**src/rtl/matmul_scheduler.sv**
```systemverilog
`default_nettype none
// ============================================================================
// Module   : matmul_scheduler
// Brief    : Instruction scheduler for a 2x2 systolic MATMUL datapath. It issues
//            the weight/input load, MATMUL valid-window and store strobes,
//            waits for the accumulator full flags and reports sticky errors.
// Revision : 1.0 - initial release
// ============================================================================
module matmul_scheduler #(
    parameter int ADDR_W    = 13,
    parameter int MM_CYCLES = 5,
    parameter int TIMEOUT   = 16
) (
    input  logic              clk,
    input  logic              reset,
    input  logic              instr_valid,
    output logic              instr_ready,
    input  logic [1:0]        instr_opcode,
    input  logic [ADDR_W-1:0] instr_addr,
    input  logic              acc1_full,
    input  logic              acc2_full,
    input  logic              clear_error,
    output logic              load_weight,
    output logic              load_input,
    output logic              valid,
    output logic              store,
    output logic [ADDR_W-1:0] base_address,
    output logic              done,
    output logic              busy,
    output logic              error,
    output logic [1:0]        err_code
);

    localparam int CNT_MAX = (MM_CYCLES > TIMEOUT) ? MM_CYCLES : TIMEOUT;
    localparam int CNT_W   = $clog2(CNT_MAX + 1);

    localparam logic [1:0]       c_op_ldw   = 2'b00;
    localparam logic [1:0]       c_op_ldi   = 2'b01;
    localparam logic [1:0]       c_op_mm    = 2'b10;
    localparam logic [1:0]       c_op_st    = 2'b11;
    localparam logic [1:0]       c_err_oper = 2'b01;
    localparam logic [1:0]       c_err_tout = 2'b10;
    localparam logic [CNT_W-1:0] c_mm_last  = CNT_W'(MM_CYCLES);
    localparam logic [CNT_W-1:0] c_to_last  = CNT_W'(TIMEOUT - 1);

    typedef enum logic [2:0] {
        S_IDLE  = 3'd0,
        S_LDW   = 3'd1,
        S_LDI   = 3'd2,
        S_MM    = 3'd3,
        S_WAITF = 3'd4,
        S_ST    = 3'd5
    } state_t;

    state_t            r_state, w_state_nx;
    logic [CNT_W-1:0]  r_cnt, w_cnt_nx;
    logic              r_w_loaded, w_w_loaded_nx;
    logic              r_i_loaded, w_i_loaded_nx;
    logic              r_acc1_seen, w_acc1_seen_nx;
    logic              r_acc2_seen, w_acc2_seen_nx;
    logic              w_ldw_nx, w_ldi_nx, w_valid_nx, w_store_nx, w_done_nx;
    logic              w_err_set;
    logic [1:0]        w_err_code_set;
    logic              w_accept;
    logic              w_acc1_eff, w_acc2_eff;

    assign w_accept   = instr_valid && (r_state == S_IDLE);
    // Flags seen in the current cycle count immediately, so done follows the
    // second flag by exactly one cycle.
    assign w_acc1_eff = r_acc1_seen || acc1_full;
    assign w_acc2_eff = r_acc2_seen || acc2_full;

    always_comb begin
        w_state_nx     = r_state;
        w_cnt_nx       = r_cnt;
        w_w_loaded_nx  = r_w_loaded;
        w_i_loaded_nx  = r_i_loaded;
        w_acc1_seen_nx = r_acc1_seen;
        w_acc2_seen_nx = r_acc2_seen;
        w_ldw_nx       = 1'b0;
        w_ldi_nx       = 1'b0;
        w_valid_nx     = 1'b0;
        w_store_nx     = 1'b0;
        w_done_nx      = 1'b0;
        w_err_set      = 1'b0;
        w_err_code_set = 2'b00;

        case (r_state)
            S_IDLE: begin
                if (w_accept) begin
                    case (instr_opcode)
                        c_op_ldw: begin
                            w_state_nx    = S_LDW;
                            w_ldw_nx      = 1'b1;
                            w_done_nx     = 1'b1;
                            w_w_loaded_nx = 1'b1;
                        end
                        c_op_ldi: begin
                            w_state_nx    = S_LDI;
                            w_ldi_nx      = 1'b1;
                            w_done_nx     = 1'b1;
                            w_i_loaded_nx = 1'b1;
                        end
                        c_op_mm: begin
                            if (r_w_loaded && r_i_loaded) begin
                                w_state_nx = S_MM;
                                w_valid_nx = 1'b1;
                                w_cnt_nx   = CNT_W'(1);
                            end else begin
                                w_err_set      = 1'b1;
                                w_err_code_set = c_err_oper;
                            end
                        end
                        c_op_st: begin
                            w_state_nx = S_ST;
                            w_store_nx = 1'b1;
                            w_done_nx  = 1'b1;
                        end
                    endcase
                end
            end

            S_LDW, S_LDI, S_ST: begin
                w_state_nx = S_IDLE;
            end

            S_MM: begin
                w_acc1_seen_nx = w_acc1_eff;
                w_acc2_seen_nx = w_acc2_eff;
                if (r_cnt == c_mm_last) begin
                    w_state_nx = S_WAITF;
                    w_cnt_nx   = '0;
                end else begin
                    w_valid_nx = 1'b1;
                    w_cnt_nx   = r_cnt + 1'b1;
                end
            end

            S_WAITF: begin
                if (w_acc1_eff && w_acc2_eff) begin
                    w_state_nx     = S_IDLE;
                    w_done_nx      = 1'b1;
                    w_cnt_nx       = '0;
                    w_acc1_seen_nx = 1'b0;
                    w_acc2_seen_nx = 1'b0;
                    w_i_loaded_nx  = 1'b0;
                end else if (r_cnt == c_to_last) begin
                    w_state_nx     = S_IDLE;
                    w_err_set      = 1'b1;
                    w_err_code_set = c_err_tout;
                    w_cnt_nx       = '0;
                    w_acc1_seen_nx = 1'b0;
                    w_acc2_seen_nx = 1'b0;
                    w_i_loaded_nx  = 1'b0;
                end else begin
                    w_cnt_nx       = r_cnt + 1'b1;
                    w_acc1_seen_nx = w_acc1_eff;
                    w_acc2_seen_nx = w_acc2_eff;
                end
            end

            default: begin
                w_state_nx = S_IDLE;
            end
        endcase
    end

    always_ff @(posedge clk or posedge reset) begin
        if (reset) begin
            r_state      <= S_IDLE;
            r_cnt        <= '0;
            r_w_loaded   <= 1'b0;
            r_i_loaded   <= 1'b0;
            r_acc1_seen  <= 1'b0;
            r_acc2_seen  <= 1'b0;
            instr_ready  <= 1'b1;
            busy         <= 1'b0;
            load_weight  <= 1'b0;
            load_input   <= 1'b0;
            valid        <= 1'b0;
            store        <= 1'b0;
            done         <= 1'b0;
            base_address <= '0;
            error        <= 1'b0;
            err_code     <= 2'b00;
        end else begin
            r_state     <= w_state_nx;
            r_cnt       <= w_cnt_nx;
            r_w_loaded  <= w_w_loaded_nx;
            r_i_loaded  <= w_i_loaded_nx;
            r_acc1_seen <= w_acc1_seen_nx;
            r_acc2_seen <= w_acc2_seen_nx;
            instr_ready <= (w_state_nx == S_IDLE);
            busy        <= (w_state_nx != S_IDLE);
            load_weight <= w_ldw_nx;
            load_input  <= w_ldi_nx;
            valid       <= w_valid_nx;
            store       <= w_store_nx;
            done        <= w_done_nx;
            if (w_accept) begin
                base_address <= instr_addr;
            end
            // First code is kept unless it is being cleared in the same cycle.
            if (w_err_set) begin
                error <= 1'b1;
                if (!error || clear_error) begin
                    err_code <= w_err_code_set;
                end
            end else if (clear_error) begin
                error    <= 1'b0;
                err_code <= 2'b00;
            end
        end
    end

endmodule
`default_nettype wire
```
**config.mk**
```make
export PLATFORM = sky130hd
export DESIGN_NAME = matmul_scheduler
export DESIGN_NICKNAME = d
export VERILOG_FILES = /design/src/rtl/matmul_scheduler.sv
export SDC_FILE = /design/constraint.sdc
export NUM_CORES = 1
export LEC_CHECK = 0
export BUFFER_PORTS_ARGS = -buffer_cell sky130_fd_sc_hd__buf_4
export CAP_MARGIN = 20
export CORE_UTILIZATION = 54
export CTS_BUF_LIST = sky130_fd_sc_hd__clkbuf_16
export DETAILED_ROUTE_END_ITERATION = 8
export GPL_TIMING_DRIVEN = 0
export PLACE_DENSITY = 0.82
export RECOVER_POWER = 25
export REMOVE_ABC_BUFFERS = 1
export SETUP_SLACK_MARGIN = 0.5
export SLEW_MARGIN = 10
export SYNTH_ARGS = -nofsm -noshare
export SYNTH_HDL_FRONTEND = slang
export SYNTH_SLANG_ARGS = --single-unit
```
**constraint.sdc**
```tcl
create_clock -name clk -period 3.7 [get_ports clk]
set_clock_uncertainty 0.15 [all_clocks]
set_input_delay 0.555 -clock clk [delete_from_list [all_inputs] [get_ports clk]]
set_output_delay 0.555 -clock clk [all_outputs]
set_load 0.1 [all_outputs]
```
==> results.txt, run 1 <==
----------------------------------------------------
[Status]
  Outcome ... completed

[Clock network]
  Clock tree from TritonCTS ... yes
  Deepest level of the CTS H-tree ... 2
  Buffers from clock root to sink, at most ... 2
  Root buf cell ... sky130_fd_sc_hd__clkbuf_16
  Clk sinks ... 35
  Cts bufs inserted ... 5
  Insertion delay to the later sink of the worst-skew pair ... 0.27 ns
  Post-CTS repair timing setup buffer count ... 0
  Post-CTS sizing ... 0
  Register clock-pin slew on the reported worst setup and hold paths ... 0.05 ns
  Hold bufs inserted after CTS ... 0

[Global routing]
  Remaining Overflow, GRT ... 0
  Antenna violations before repair ... 0
  First-pass GRT wire length ... 5306 um
  Via count of the first global-routing pass ... 1,216
  Tot GR Track Use ... 23.13%
  Pin count of the biggest net entering global routing ... 21

[Placed design]
  DPL Wire Length ... 2286 um
  Number of buffers added on ports ... 43
  RD Place Congestion ... 0.7769

[Synthesis]
  Area share of the largest cell type after synthesis ... 55.19%
  Number of unique standard cell types used by synthesis ... 39
  Cell area after synthesis ... 1541 um^2
  Most used flip-flop cell after synthesis ... sky130_fd_sc_hd__dfrtp_1
  Seq cells post-synth ... 35
  Dominant cells by area after synthesis ... sky130_fd_sc_hd__dfrtp_1 (55%), sky130_fd_sc_hd__nand2_1 (11%), sky130_fd_sc_hd__ha_1 (3.2%)
  Share of synthesized flip-flops with an asynchronous set or reset ... 100.0%
  Post-Syn Instances ... 152
  Top cell type by total area after synthesis ... sky130_fd_sc_hd__dfrtp_1
  Register area share after synthesis ... 56.90%
  Cell with the most instances after synthesis ... sky130_fd_sc_hd__nand2_1
  Top cell types by occurrence after synthesis ... sky130_fd_sc_hd__nand2_1 (46), sky130_fd_sc_hd__dfrtp_1 (34), sky130_fd_sc_hd__inv_1 (8)
  Number of flops mapped to enable cells by yosys ... 0
  Mean Syn Cell Area ... 10.14 um^2
  Number of warning messages in the yosys log ... 0

[Die]
  Core region area ... 2734 um^2
  Number of top-level pins ... 44
  Effective utilization at floorplan ... 56.38%
  DIE HEIGHT ... 55.43 um
  Horiz. Die Dim ... 55.43 um
  # rows ... 19
  Total Die Area ... 3072 um^2

[Routing]
  Detailed Route WL ... 3186 um
  Vias after detailed routing ... 1,237
  First-pass detailed-route iteration total ... 4
  Vias per std cell ... 5.332
  Antenna-violating nets left ... 0
  DRC marker count from the first detailed-route iteration ... 32
  Post-detailed-route wirelength per cell ... 13.73 um
  DRC errors left ... 0

[Worst setup path]
  Worst setup path endpoint ... r_cnt[2]$_DFFE_PP0P_
  Depth of the worst register-to-register path ... 7
  Reg2Reg Launch Point ... r_cnt[0]$_DFFE_PP0P_
  Req. time, crit path ... 3.71 ns
  Critical Path Source ... r_cnt[0]$_DFFE_PP0P_
  Worst setup path category ... flip-flop to flip-flop
  Critical Path Start Type ... flip-flop
  Largest fanout on the critical path ... 5
  Critical Path Sink Type ... flip-flop
  Arrival time at the worst endpoint ... 2.12 ns
  Endpoint of the lowest-slack register-to-register path ... r_cnt[2]$_DFFE_PP0P_
  Internal reg-to-reg setup slack ... 1.59 ns

[Timing]
  Period utilization ... 57.02%
  Setup-violating endpoint count in the final report ... 0
  RSZ-0062 raised after global routing ... no
  Number of hold-slack violations in the final timing report ... 0
  Minimum clock period ... 2.110 ns
  Total negative slack for setup checks ... 0 ns
  Max-slew headroom ... 27.06%
  Slew at the pin with the worst max-slew slack ... 1.094 ns
  Highest achievable clock rate ... 0.4740 GHz
  Final-report max-slew violation count ... 0

[Cells and area]
  Proportion of layout cells with a drive suffix above 1 ... 27.86%
  Post-synthesis to final-layout area growth ... 31.33%
  Nets ... 225
  Count of inserted antenna diode cells ... 0

[Hold path]
  Hold crit path type ... primary input to async pin

[Flow run]
  Max-Cap Viols ... 0

----------------------------------------------------
sequential cells by signal (all words and copies together), names as in the netlist:
| signal | cells |
|---|---|
| base_address | 13 |
| r_cnt | 5 |
| r_state | 3 |
| err_code | 2 |
| busy | 1 |
| done | 1 |
| error | 1 |
| instr_ready | 1 |
| load_input | 1 |
| load_weight | 1 |
| r_acc1_seen | 1 |
| r_acc2_seen | 1 |
| r_i_loaded | 1 |
| r_w_loaded | 1 |
| store | 1 |
| valid | 1 |
placed cells by master, fill, tap and decap left out, types with 2 or more instances in the layout:
| master | instances |
|---|---|
| sky130_fd_sc_hd__nand2_1 | 46 |
| sky130_fd_sc_hd__buf_4 | 42 |
| sky130_fd_sc_hd__dfrtp_1 | 34 |
| sky130_fd_sc_hd__inv_1 | 9 |
| sky130_fd_sc_hd__nor2_1 | 5 |
| sky130_fd_sc_hd__clkbuf_16 | 5 |
| sky130_fd_sc_hd__a21oi_1 | 4 |
| sky130_fd_sc_hd__nand3_1 | 4 |
| sky130_fd_sc_hd__o21ai_0 | 4 |
| sky130_fd_sc_hd__ha_1 | 4 |
| sky130_fd_sc_hd__nor3b_1 | 3 |
| sky130_fd_sc_hd__nor2b_1 | 3 |
| sky130_fd_sc_hd__o21ai_1 | 3 |
| sky130_fd_sc_hd__and3_1 | 3 |
| sky130_fd_sc_hd__o22ai_1 | 2 |
| sky130_fd_sc_hd__a31oi_1 | 2 |
| sky130_fd_sc_hd__o2bb2ai_1 | 2 |
| sky130_fd_sc_hd__clkinv_1 | 2 |
layer usage:
layer | up-vias | share of wire [%] | GRT usage, %
met1 | 595 | 41 | 26.65
met2 | 31 | 52 | 38.73
li1 | 606 | - | -
met4 | 0 | 1.4 | 14.29
met5 | - | 0 | 0
met3 | 5 | 5.2 | 5.621
metrics by stage:
| stage | util, % | area (um^2) | hold slack, ns | worst slack, ns | instances |
|---|---|---|---|---|---|
| floorplan | - | 1514 | 0.2900 | 1.719 | 149 |
| global placement | 68.60 | 1876 | 0.3097 | 1.252 | 223 |
| detailed placement | 69.93 | 1912 | 0.3136 | 1.581 | 224 |
| CTS | 74.92 | 2048 | 0.2538 | 1.577 | 232 |
| global route | 74.05 | 2024 | 0.2591 | 1.456 | 232 |
| finish | 74.05 | 2024 | 0.1933 | 1.590 | 232 |
how the worst min path moves through the flow:
| stage | cells after the start | end | slack (ns) | startpoint |
|---|---|---|---|---|
| finish | 2 | base_address[2]$_DFFE_PP0N_ | 0.19 | reset |
| global route | 2 | base_address[2]$_DFFE_PP0N_ | 0.26 | reset |
| CTS | 2 | base_address[2]$_DFFE_PP0N_ | 0.25 | reset |
| detailed placement | 2 | base_address[8]$_DFFE_PP0N_ | 0.31 | base_address[8]$_DFFE_PP0N_ |
| global placement | 2 | base_address[4]$_DFFE_PP0N_ | 0.31 | base_address[4]$_DFFE_PP0N_ |
| floorplan | 1 | r_w_loaded$_DFFE_PP0P_ | 0.29 | r_w_loaded$_DFFE_PP0P_ |
area by class of cell:
type | instances | area [um^2]
Clock inverter | 3 | 11.26
Timing Repair Buffer | 44 | 326.6
Inverter | 9 | 33.78
Multi-Input combinational cell | 105 | 611.8
Tap cell | 31 | 38.79
Clock buffer | 5 | 125.1
Sequential cell | 35 | 877.1
Fill cell | 197 | 709.4
critical path, stage by stage, from the launching register on:
cell,delay (ns)
sky130_fd_sc_hd__dfrtp_1,0.41
sky130_fd_sc_hd__ha_1,0.21
sky130_fd_sc_hd__and3_1,0.20
sky130_fd_sc_hd__ha_1,0.18
sky130_fd_sc_hd__inv_1,0.07
sky130_fd_sc_hd__a32oi_1,0.39
sky130_fd_sc_hd__nor3b_1,0.11
sky130_fd_sc_hd__a211o_1,0.27
kinds of logic after synthesis:
family,count (synthesis),synth area share [%]
AND/OR/NAND/NOR,77,25.73
flip-flops,35,56.90
AO/OA/AOI/OAI,23,9.578
buffers and inverters,12,3.977
adder cells (fa/ha/maj),4,3.247
XOR/XNOR,1,0.5683
Power of run 1 is left out: the tool's default activity adds up to more than one toggle a clock period on the data nets, which glitch-free logic cannot reach.
==> run 2: changes to the inputs <==
Settings changed: CORE_UTILIZATION 54 to 46, PLACE_DENSITY 0.82 to 0.75.
Clock period 3.7 ns to 1.75 ns, I/O delays scaled along.
==> run 2 against run 1 <==
Compared with the run above:
- final cell count is 24% higher
- the flow now finishes with violations (negative setup slack)
- critical endpoint unchanged
- critical path depth stayed put
- die area is 17% higher
- largest cell class is now non-clock buffers
- highest routed layer unchanged
==> results.txt, run 2 (same netlist as run 1, synthesis figures left out) <==
----------------------------------------------------
[Status]
  Outcome ... complete, but fails checks
  Violations in the final reports ... negative setup slack

[Worst setup path]
  Critical Path Sink Type ... flip-flop
  Worst path max stage delay ... 0.41 ns (about the same)
  Arrival time at the worst endpoint ... 2.04 ns (-0.08 ns)
  Critical Path Start Type ... flip-flop
  Worst path top cell family by delay ... compound AO/OA/AOI/OAI gates
  Cell type of the slowest stage on the worst timing path ... sky130_fd_sc_hd__dfrtp_1
  Depth of the worst register-to-register path ... 7 (unchanged)
  Largest fanout on the critical path ... 4 (-1)
  Worst setup path category ... flip-flop to flip-flop
  Req. time, crit path ... 1.76 ns (-1.95 ns)
  Crit-path cells ... ha_2 > and3_4 > ha_4 > inv_4 > a32oi_4 > nor3b_1 > a211o_1
  Worst path bufs/invs ... 1 (unchanged)
  Critical path depth ... 7 (unchanged)

[Routing]
  Vias per std cell ... 6.174 (+16%)
  DRC errors left ... 0 (unchanged)
  Vias after detailed routing ... 1,772 (+43%)
  Antenna-violating nets left ... 0 (unchanged)
  Detailed Route WL ... 7731 um (+140%)
  DRC marker count from the first detailed-route iteration ... 164 (+410%)
  Post-detailed-route wirelength per cell ... 26.94 um (+96%)
  First-pass detailed-route iteration total ... 5 (+1)

[Power]
  Power after layout ... 6662 uW
  VDD IR max ... 1.519 mV
  Leak pwr ... 0.001447 uW
  Pwr per Cell Area ... 2230 nW/um^2

[Global routing]
  Tot GR Track Use ... 37.21% (+14 points)
  Via count of the first global-routing pass ... 1,756 (+44%)
  Antenna violations before repair ... 1 (+1)
  Pin count of the biggest net entering global routing ... 23 (+9.5%)
  Remaining Overflow, GRT ... 0 (unchanged)
  First-pass GRT wire length ... 9101 um (+72%)

[Clock network]
  Clock tree from TritonCTS ... yes
  Cts bufs inserted ... 5 (unchanged)
  Hold bufs inserted after CTS ... 0 (unchanged)
  Insertion delay to the later sink of the worst-skew pair ... 0.28 ns (about the same)
  Root buf cell ... sky130_fd_sc_hd__clkbuf_16
  Buffers from clock root to sink, at most ... 2 (unchanged)
  Register clock-pin slew on the reported worst setup and hold paths ... 0.06 ns (about the same)
  Clk sinks ... 35 (unchanged)
  Deepest level of the CTS H-tree ... 2 (unchanged)

[Cells and area]
  FILL cells ... 62 (-69%)
  Largest registers ranked by flip-flop count ... base_address: 13 flops, r_cnt: 5 flops, r_state: 3 flops
  Proportion of layout cells with a drive suffix above 1 ... 62.81% (+35 points)
  Highest-count cells in the layout ignoring fill and taps ... sky130_fd_sc_hd__buf_4 (50), sky130_fd_sc_hd__dfrtp_1 (29), sky130_fd_sc_hd__buf_12 (24), sky130_fd_sc_hd__nand2_1 (21), sky130_fd_sc_hd__nand2_2 (17)
  Post-Layout Cell Count ... 287 (+24%)
  Final core utilization ... 95.52% (+21 points)
  Most frequent standard cell in the layout excluding fill and tap cells ... sky130_fd_sc_hd__buf_4
  Nets ... 266 (+18%)
  Register with the most flip-flops ... base_address
  Max FFs per register ... 13 (unchanged)
  Storage cell area ... 883.3 um^2 (+0.71%)
  Finished Cell Area ... 2988 um^2 (+48%)
  Multi-input gate area in the final layout ... 902.1 um^2 (+47%)
  Post-synthesis to final-layout area growth ... 93.83%

[Timing]
  Minimum clock period ... 2.035 ns (-0.07441 ns)
  Period utilization ... 116.3% (+59 points)
  Setup-violating endpoint count in the final report ... 14 (+14)
  Final-report max-slew violation count ... 0 (unchanged)
  RSZ-0062 raised after global routing ... yes
  Max-slew headroom ... 43.02% (+16 points)
  Highest achievable clock rate ... 0.4913 GHz (+3.7%)
  Slew at the pin with the worst max-slew slack ... 0.8538 ns (-0.2403 ns)
  Total negative slack for setup checks ... -1.787 ns (-1.787 ns)
  Number of hold-slack violations in the final timing report ... 0 (unchanged)
  Worst Slack Setup Final ... -0.2852 ns (-1.876 ns)

[Placed design]
  Total cell area at the placement stage ... 1916 um^2 (+0.20%)
  Number of buffers added on ports ... 43 (unchanged)
  DPL Wire Length ... 2557 um (+12%)
  RD Place Congestion ... 0.7969 (+2.6%)
  Number of placed cells counting well taps ... 237 (+5.8%)

[Die]
  DIE HEIGHT ... 59.89 um (+8.0%)
  Effective utilization at floorplan ... 49.28% (-7.1 points)
  Horiz. Die Dim ... 59.89 um (+8.0%)
  # rows ... 20 (+1)
  Number of top-level pins ... 44 (unchanged)
  Total Die Area ... 3587 um^2 (+17%)
  Core region area ... 3128 um^2 (+14%)

[Flow run]
  Max-Cap Viols ... 0 (unchanged)

[Hold path]
  Hold crit path type ... primary input to async pin

----------------------------------------------------
[run 2: repair_timing]
action,4_1_cts,5_1_grt
pin swaps,42,8
endpoints found under the setup margin,58,58
buffers inserted,29,11
resized for setup,122,33
cloned,1,0
[run 2: through the flow]
stage	setup WS [ns]	hold WS, ns
after floorplan	-0.1833	0.1749
after global placement	-0.5957	0.3029
after detailed placement	-0.3416	0.3032
after CTS	-0.08209	0.03453
after global routing	-0.2906	0.06442
final	-0.2852	0.01559
[run 2: worst register-to-register path, delay by kind of cell, from the launching register on]
kind / cells / cell delay (ns)
compound gates: 2 / 0.56
buf+inv: 1 / 0.05
fa+ha+maj: 2 / 0.39
flops: 1 / 0.41
simple gates: 2 / 0.35
[run 2: final timing paths]
kind / from / slack (ns) / to
worst max-delay path: r_cnt[1]$_DFFE_PP0P_ / -0.29 / r_cnt[2]$_DFFE_PP0P_
worst min-delay path: reset / 0.02 / base_address[3]$_DFFE_PP0N_
worst max register to register: r_cnt[1]$_DFFE_PP0P_ / -0.29 / r_cnt[2]$_DFFE_PP0P_
worst min register to register: r_w_loaded$_DFFE_PP0P_ / 0.36 / r_w_loaded$_DFFE_PP0P_
max in group asynchronous: reset / 0.19 / r_state[0]$_DFF_PP0_
min in group clk: instr_addr[11] / 0.05 / base_address[11]$_DFFE_PP0N_
[run 2: area by class of cell]
class | instances | share of cell area, %
Tap cell | 44 | 1.843
Inverter | 9 | 1.214
Sequential cell | 35 | 29.56
Clock buffer | 5 | 4.188
Clock inverter | 3 | 0.4188
Timing Repair Buffer | 85 | 32.50
Multi-Input combinational cell | 105 | 30.19
Antenna cell | 1 | 0.08375
[run 2: power by group]
part           leakage, uW  switching [uW]  internal, uW  total (uW)
combinational     0.000937            2620          1680        4300
sequential        0.000434             394          1120        1510
clock            0.0000762             337           514         851
total              0.00145            3350          3310        6660
[run 2: routing by layer]
| layer | global-route usage (%) | wire [um] | vias up |
|---|---|---|---|
| met5 | 0 | 0 | - |
| met4 | 22.26 | 488 | 0 |
| met3 | 10.61 | 686 | 59 |
| met2 | 64.13 | 3887 | 160 |
| met1 | 40.31 | 2667 | 865 |
| li1 | - | - | 688 |
Note: power is estimated with default switching activity, not from simulation.
==> run 3: changes to the inputs <==
Clock period 1.75 ns to 1.66 ns, I/O delays scaled along.
==> run 3 against run 2 <==
Compared with the run above:
- the run now fails in global routing (5_1_grt)
- area after synthesis unchanged
- synthesized cell count stayed put
==> results.txt, run 3 <==
----------------------------------------------------
[Status]
  Outcome ... did not finish
  Stage where the run ended ... global routing (5_1_grt)
  First Error ... [ERROR DPL-0033] detailed placement checks failed during check placement.

[Placed design]
  Total cell area at the placement stage ... 1916 um^2 (unchanged)
  DPL Wire Length ... 2557 um (unchanged)
  RD Place Congestion ... 0.7969 (unchanged)
  Worst slack at placement ... -0.4316 ns (-0.09000 ns)
  Number of buffers added on ports ... 43 (unchanged)

[Clock network]
  Buffers from clock root to sink, at most ... 2 (unchanged)
  Clk sinks ... 35 (unchanged)
  Cts bufs inserted ... 5 (unchanged)
  Root buf cell ... sky130_fd_sc_hd__clkbuf_16
  Hold bufs inserted after CTS ... 0 (unchanged)
  Deepest level of the CTS H-tree ... 2 (unchanged)

[Synthesis]
  Share of synthesized flip-flops with an asynchronous set or reset ... 100.0% (unchanged)
  Dominant cells by area after synthesis ... sky130_fd_sc_hd__dfrtp_1 (55%), sky130_fd_sc_hd__nand2_1 (11%), sky130_fd_sc_hd__ha_1 (3.2%)
  Cell with the most instances after synthesis ... sky130_fd_sc_hd__nand2_1
  Number of warning messages in the yosys log ... 0 (unchanged)
  Register area share after synthesis ... 56.90% (unchanged)
  Number of unique standard cell types used by synthesis ... 39 (unchanged)
  Area share of the largest cell type after synthesis ... 55.19% (unchanged)
  Number of flops mapped to enable cells by yosys ... 0 (unchanged)
  Seq cells post-synth ... 35 (unchanged)
  Top cell type by total area after synthesis ... sky130_fd_sc_hd__dfrtp_1
  Most used flip-flop cell after synthesis ... sky130_fd_sc_hd__dfrtp_1
  Mean Syn Cell Area ... 10.14 um^2 (unchanged)
  Top cell types by occurrence after synthesis ... sky130_fd_sc_hd__nand2_1 (46), sky130_fd_sc_hd__dfrtp_1 (34), sky130_fd_sc_hd__inv_1 (8)
  Cell area after synthesis ... 1541 um^2 (unchanged)
  Post-Syn Instances ... 152 (unchanged)

[Die]
  DIE HEIGHT ... 59.89 um (unchanged)
  # rows ... 20 (unchanged)
  Effective utilization at floorplan ... 49.28% (unchanged)
  Number of top-level pins ... 44 (unchanged)
  Horiz. Die Dim ... 59.89 um (unchanged)

[Timing]
  Worst endpoint left by the global-route repair_timing run ... r_cnt[2]$_DFFE_PP0P_/D
  Worst endpoint pin kind ... register data pin

[Global routing]
  Antenna violations before repair ... 0
  Pin count of the biggest net entering global routing ... 23

----------------------------------------------------
[run 3: cell counts after synthesis]
No cell type changed its count.
[run 3: per-stage QoR]
| step | setup TNS [ns] | std cells |
|---|---|---|
| 2_1_floorplan | -1.946 | 149 |
| 3_3_place_gp | -11.39 | 236 |
| 3_5_place_dp | -6.742 | 237 |
| 4_1_cts | -0.5375 | 275 |
[run 3: cells by family after synthesis]
logic type,Yosys count,synth area share (%)
AND/OR/NAND/NOR,77,25.73
flip-flops,35,56.90
buffers and inverters,12,3.977
adder cells (fa/ha/maj),4,3.247
AO/OA/AOI/OAI,23,9.578
XOR/XNOR,1,0.5683
[run 3: timing repair]
action / in CTS
gates cloned: 1
buffers inserted: 29
pin swaps: 42
setup endpoints to repair: 58
gates resized for setup: 121
endpoints found under the hold margin: 0
==> run 4: changes to the inputs <==
Settings changed: CORE_UTILIZATION 46 to 40, CTS_BUF_LIST sky130_fd_sc_hd__clkbuf_16 to not set, PLACE_DENSITY 0.75 to not set, PLACE_DENSITY_LB_ADDON set to 0.15, SETUP_SLACK_MARGIN 0.5 to not set.
Clock period 1.66 ns to 2.2 ns, I/O delays scaled along.
==> run 4 against run 3 <==
Compared with the run above:
- the flow now finishes without violations
==> results.txt, run 4 (same netlist as run 1, synthesis figures left out) <==
----------------------------------------------------
[Global routing]
  Via count of the first global-routing pass ... 1,163
  First-pass GRT wire length ... 5181 um
  Antenna violations before repair ... 0
  Pin count of the biggest net entering global routing ... 36
  Tot GR Track Use ... 16.97%
  Remaining Overflow, GRT ... 0

[Worst setup path]
  Depth of the worst register-to-register path ... 4
  Reg2Reg Launch Point ... r_state[1]$_DFF_PP0_
  Endpoint of the lowest-slack register-to-register path ... r_state[0]$_DFF_PP0_
  Arrival time at the worst endpoint ... 2.04 ns
  Worst setup path category ... flip-flop to flip-flop
  Critical Path Sink Type ... flip-flop
  Internal reg-to-reg setup slack ... 0.23 ns
  Critical Path Start Type ... flip-flop
  Largest fanout on the critical path ... 17
  Req. time, crit path ... 2.27 ns

[Cells and area]
  Max FFs per register ... 13
  Largest registers ranked by flip-flop count ... base_address: 13 flops, r_cnt: 5 flops, r_state: 3 flops
  Post-synthesis to final-layout area growth ... 33.20%
  Multi-input gate area in the final layout ... 619.3 um^2
  FILL cells ... 337
  Final core utilization ... 55.66%
  Nets ... 227
  Storage cell area ... 877.1 um^2
  Most frequent standard cell in the layout excluding fill and tap cells ... sky130_fd_sc_hd__nand2_1
  Highest-count cells in the layout ignoring fill and taps ... sky130_fd_sc_hd__nand2_1 (46), sky130_fd_sc_hd__buf_4 (45), sky130_fd_sc_hd__dfrtp_1 (34), sky130_fd_sc_hd__inv_1 (8), sky130_fd_sc_hd__clkbuf_8 (6)
  Register with the most flip-flops ... base_address
  Proportion of layout cells with a drive suffix above 1 ... 31.03%
  Count of inserted antenna diode cells ... 0

[Timing]
  Max-slew headroom ... 14.36%
  Final-report max-slew violation count ... 0
  Highest achievable clock rate ... 0.5082 GHz
  Slew at the pin with the worst max-slew slack ... 1.283 ns
  Number of hold-slack violations in the final timing report ... 0
  Period utilization ... 89.45%
  Worst Slack Setup Final ... 0.2321 ns
  RSZ-0062 raised after global routing ... no
  Minimum clock period ... 1.968 ns
  Setup-violating endpoint count in the final report ... 0

[Die]
  Effective utilization at floorplan ... 41.79% (-7.5 points)
  Horiz. Die Dim ... 64.08 um (+7.0%)
  Number of top-level pins ... 44 (unchanged)
  Total Die Area ... 4106 um^2
  Core region area ... 3689 um^2
  # rows ... 22 (+10%)
  DIE HEIGHT ... 64.08 um (+7.0%)

[Routing]
  Vias after detailed routing ... 1,208
  Antenna-violating nets left ... 0
  Post-detailed-route wirelength per cell ... 12.33 um
  Detailed Route WL ... 3096 um
  DRC marker count from the first detailed-route iteration ... 34
  Vias per std cell ... 4.813
  First-pass detailed-route iteration total ... 4
  DRC errors left ... 0

[Clock network]
  Insertion delay to the later sink of the worst-skew pair ... 0.28 ns
  Clk sinks ... 35 (unchanged)
  Root buf cell ... sky130_fd_sc_hd__clkbuf_8
  Clock tree from TritonCTS ... yes
  Register clock-pin slew on the reported worst setup and hold paths ... 0.07 ns
  Cts bufs inserted ... 5 (unchanged)
  Deepest level of the CTS H-tree ... 2 (unchanged)
  Hold bufs inserted after CTS ... 0 (unchanged)
  Buffers from clock root to sink, at most ... 2 (unchanged)

[Hold path]
  Startpoint of the most critical hold path ... instr_addr[10]
  Number of cells on the worst hold path ... 3
  Hold crit path type ... primary input to flip-flop
  Hold Path End ... base_address[10]$_DFFE_PP0N_

[Flow run]
  Max-Cap Viols ... 0

[Status]
  Outcome ... completed

[Placed design]
  Number of buffers added on ports ... 43 (unchanged)
  RD Place Congestion ... 0.7621 (-4.4%)
  DPL Wire Length ... 2255 um (-12%)
  Worst slack at placement ... 0.1143 ns (+0.5459 ns)

----------------------------------------------------
[run 4: layout make-up]
cell class	count	area share [%]
clock inverters	2	1.706
clock buffers	6	4.022
flip-flops and latches	35	42.72
inverters	9	1.645
well taps	48	2.925
multi-input cells	105	30.16
repair buffers	46	16.82
[run 4: worst max-delay path by stage]
| stage | slack (ns) | end | from |
|---|---|---|---|
| final | 0.23 | r_state[0]$_DFF_PP0_ | r_state[1]$_DFF_PP0_ |
| after global routing | 0.07 | r_i_loaded$_DFFE_PP0P_ | r_state[1]$_DFF_PP0_ |
| after CTS | 0.11 | r_cnt[2]$_DFFE_PP0P_ | r_cnt[0]$_DFFE_PP0P_ |
| after detailed placement | 0.11 | r_cnt[2]$_DFFE_PP0P_ | r_cnt[0]$_DFFE_PP0P_ |
| after global placement | -0.20 | err_code[1]$_DFFE_PP0P_ | r_state[1]$_DFF_PP0_ |
| after floorplan | 0.27 | err_code[1]$_DFFE_PP0P_ | r_state[1]$_DFF_PP0_ |
[run 4: per-stage QoR]
step | hold WS, ns | area (um^2) | setup TNS, ns | cells
floorplan | 0.2424 | 1514 | 0 | 149
global placement | 0.3068 | 1897 | -0.7448 | 240
detailed placement | 0.3107 | 1906 | 0 | 240
CTS | 0.04418 | 2023 | 0 | 248
global route | 0.08015 | 2053 | 0 | 251
finish | 0.08430 | 2053 | 0 | 251
[run 4: repair_timing]
action / in CTS / in global routing
buffers inserted: 0 / 3
setup endpoints to repair: 0 / 2
resized for setup: 0 / 1
[run 4: worst max-delay path: stages, from the launching register on]
cell and delay, ns:
sky130_fd_sc_hd__dfrtp_1 0.46, sky130_fd_sc_hd__or4b_1 0.88, sky130_fd_sc_hd__a21oi_2 0.26, sky130_fd_sc_hd__o21ai_1 0.09
sky130_fd_sc_hd__nand2_1 0.08
[run 4: layer usage]
layer	global-route usage [%]	up-vias	share of wire, %
met4	8.523	0	1.6
met1	18.79	562	42
met3	5.179	4	5.0
met2	29.26	32	51
li1	-	610	-
met5	0	-	0
Power of run 4 is left out for the same reason.
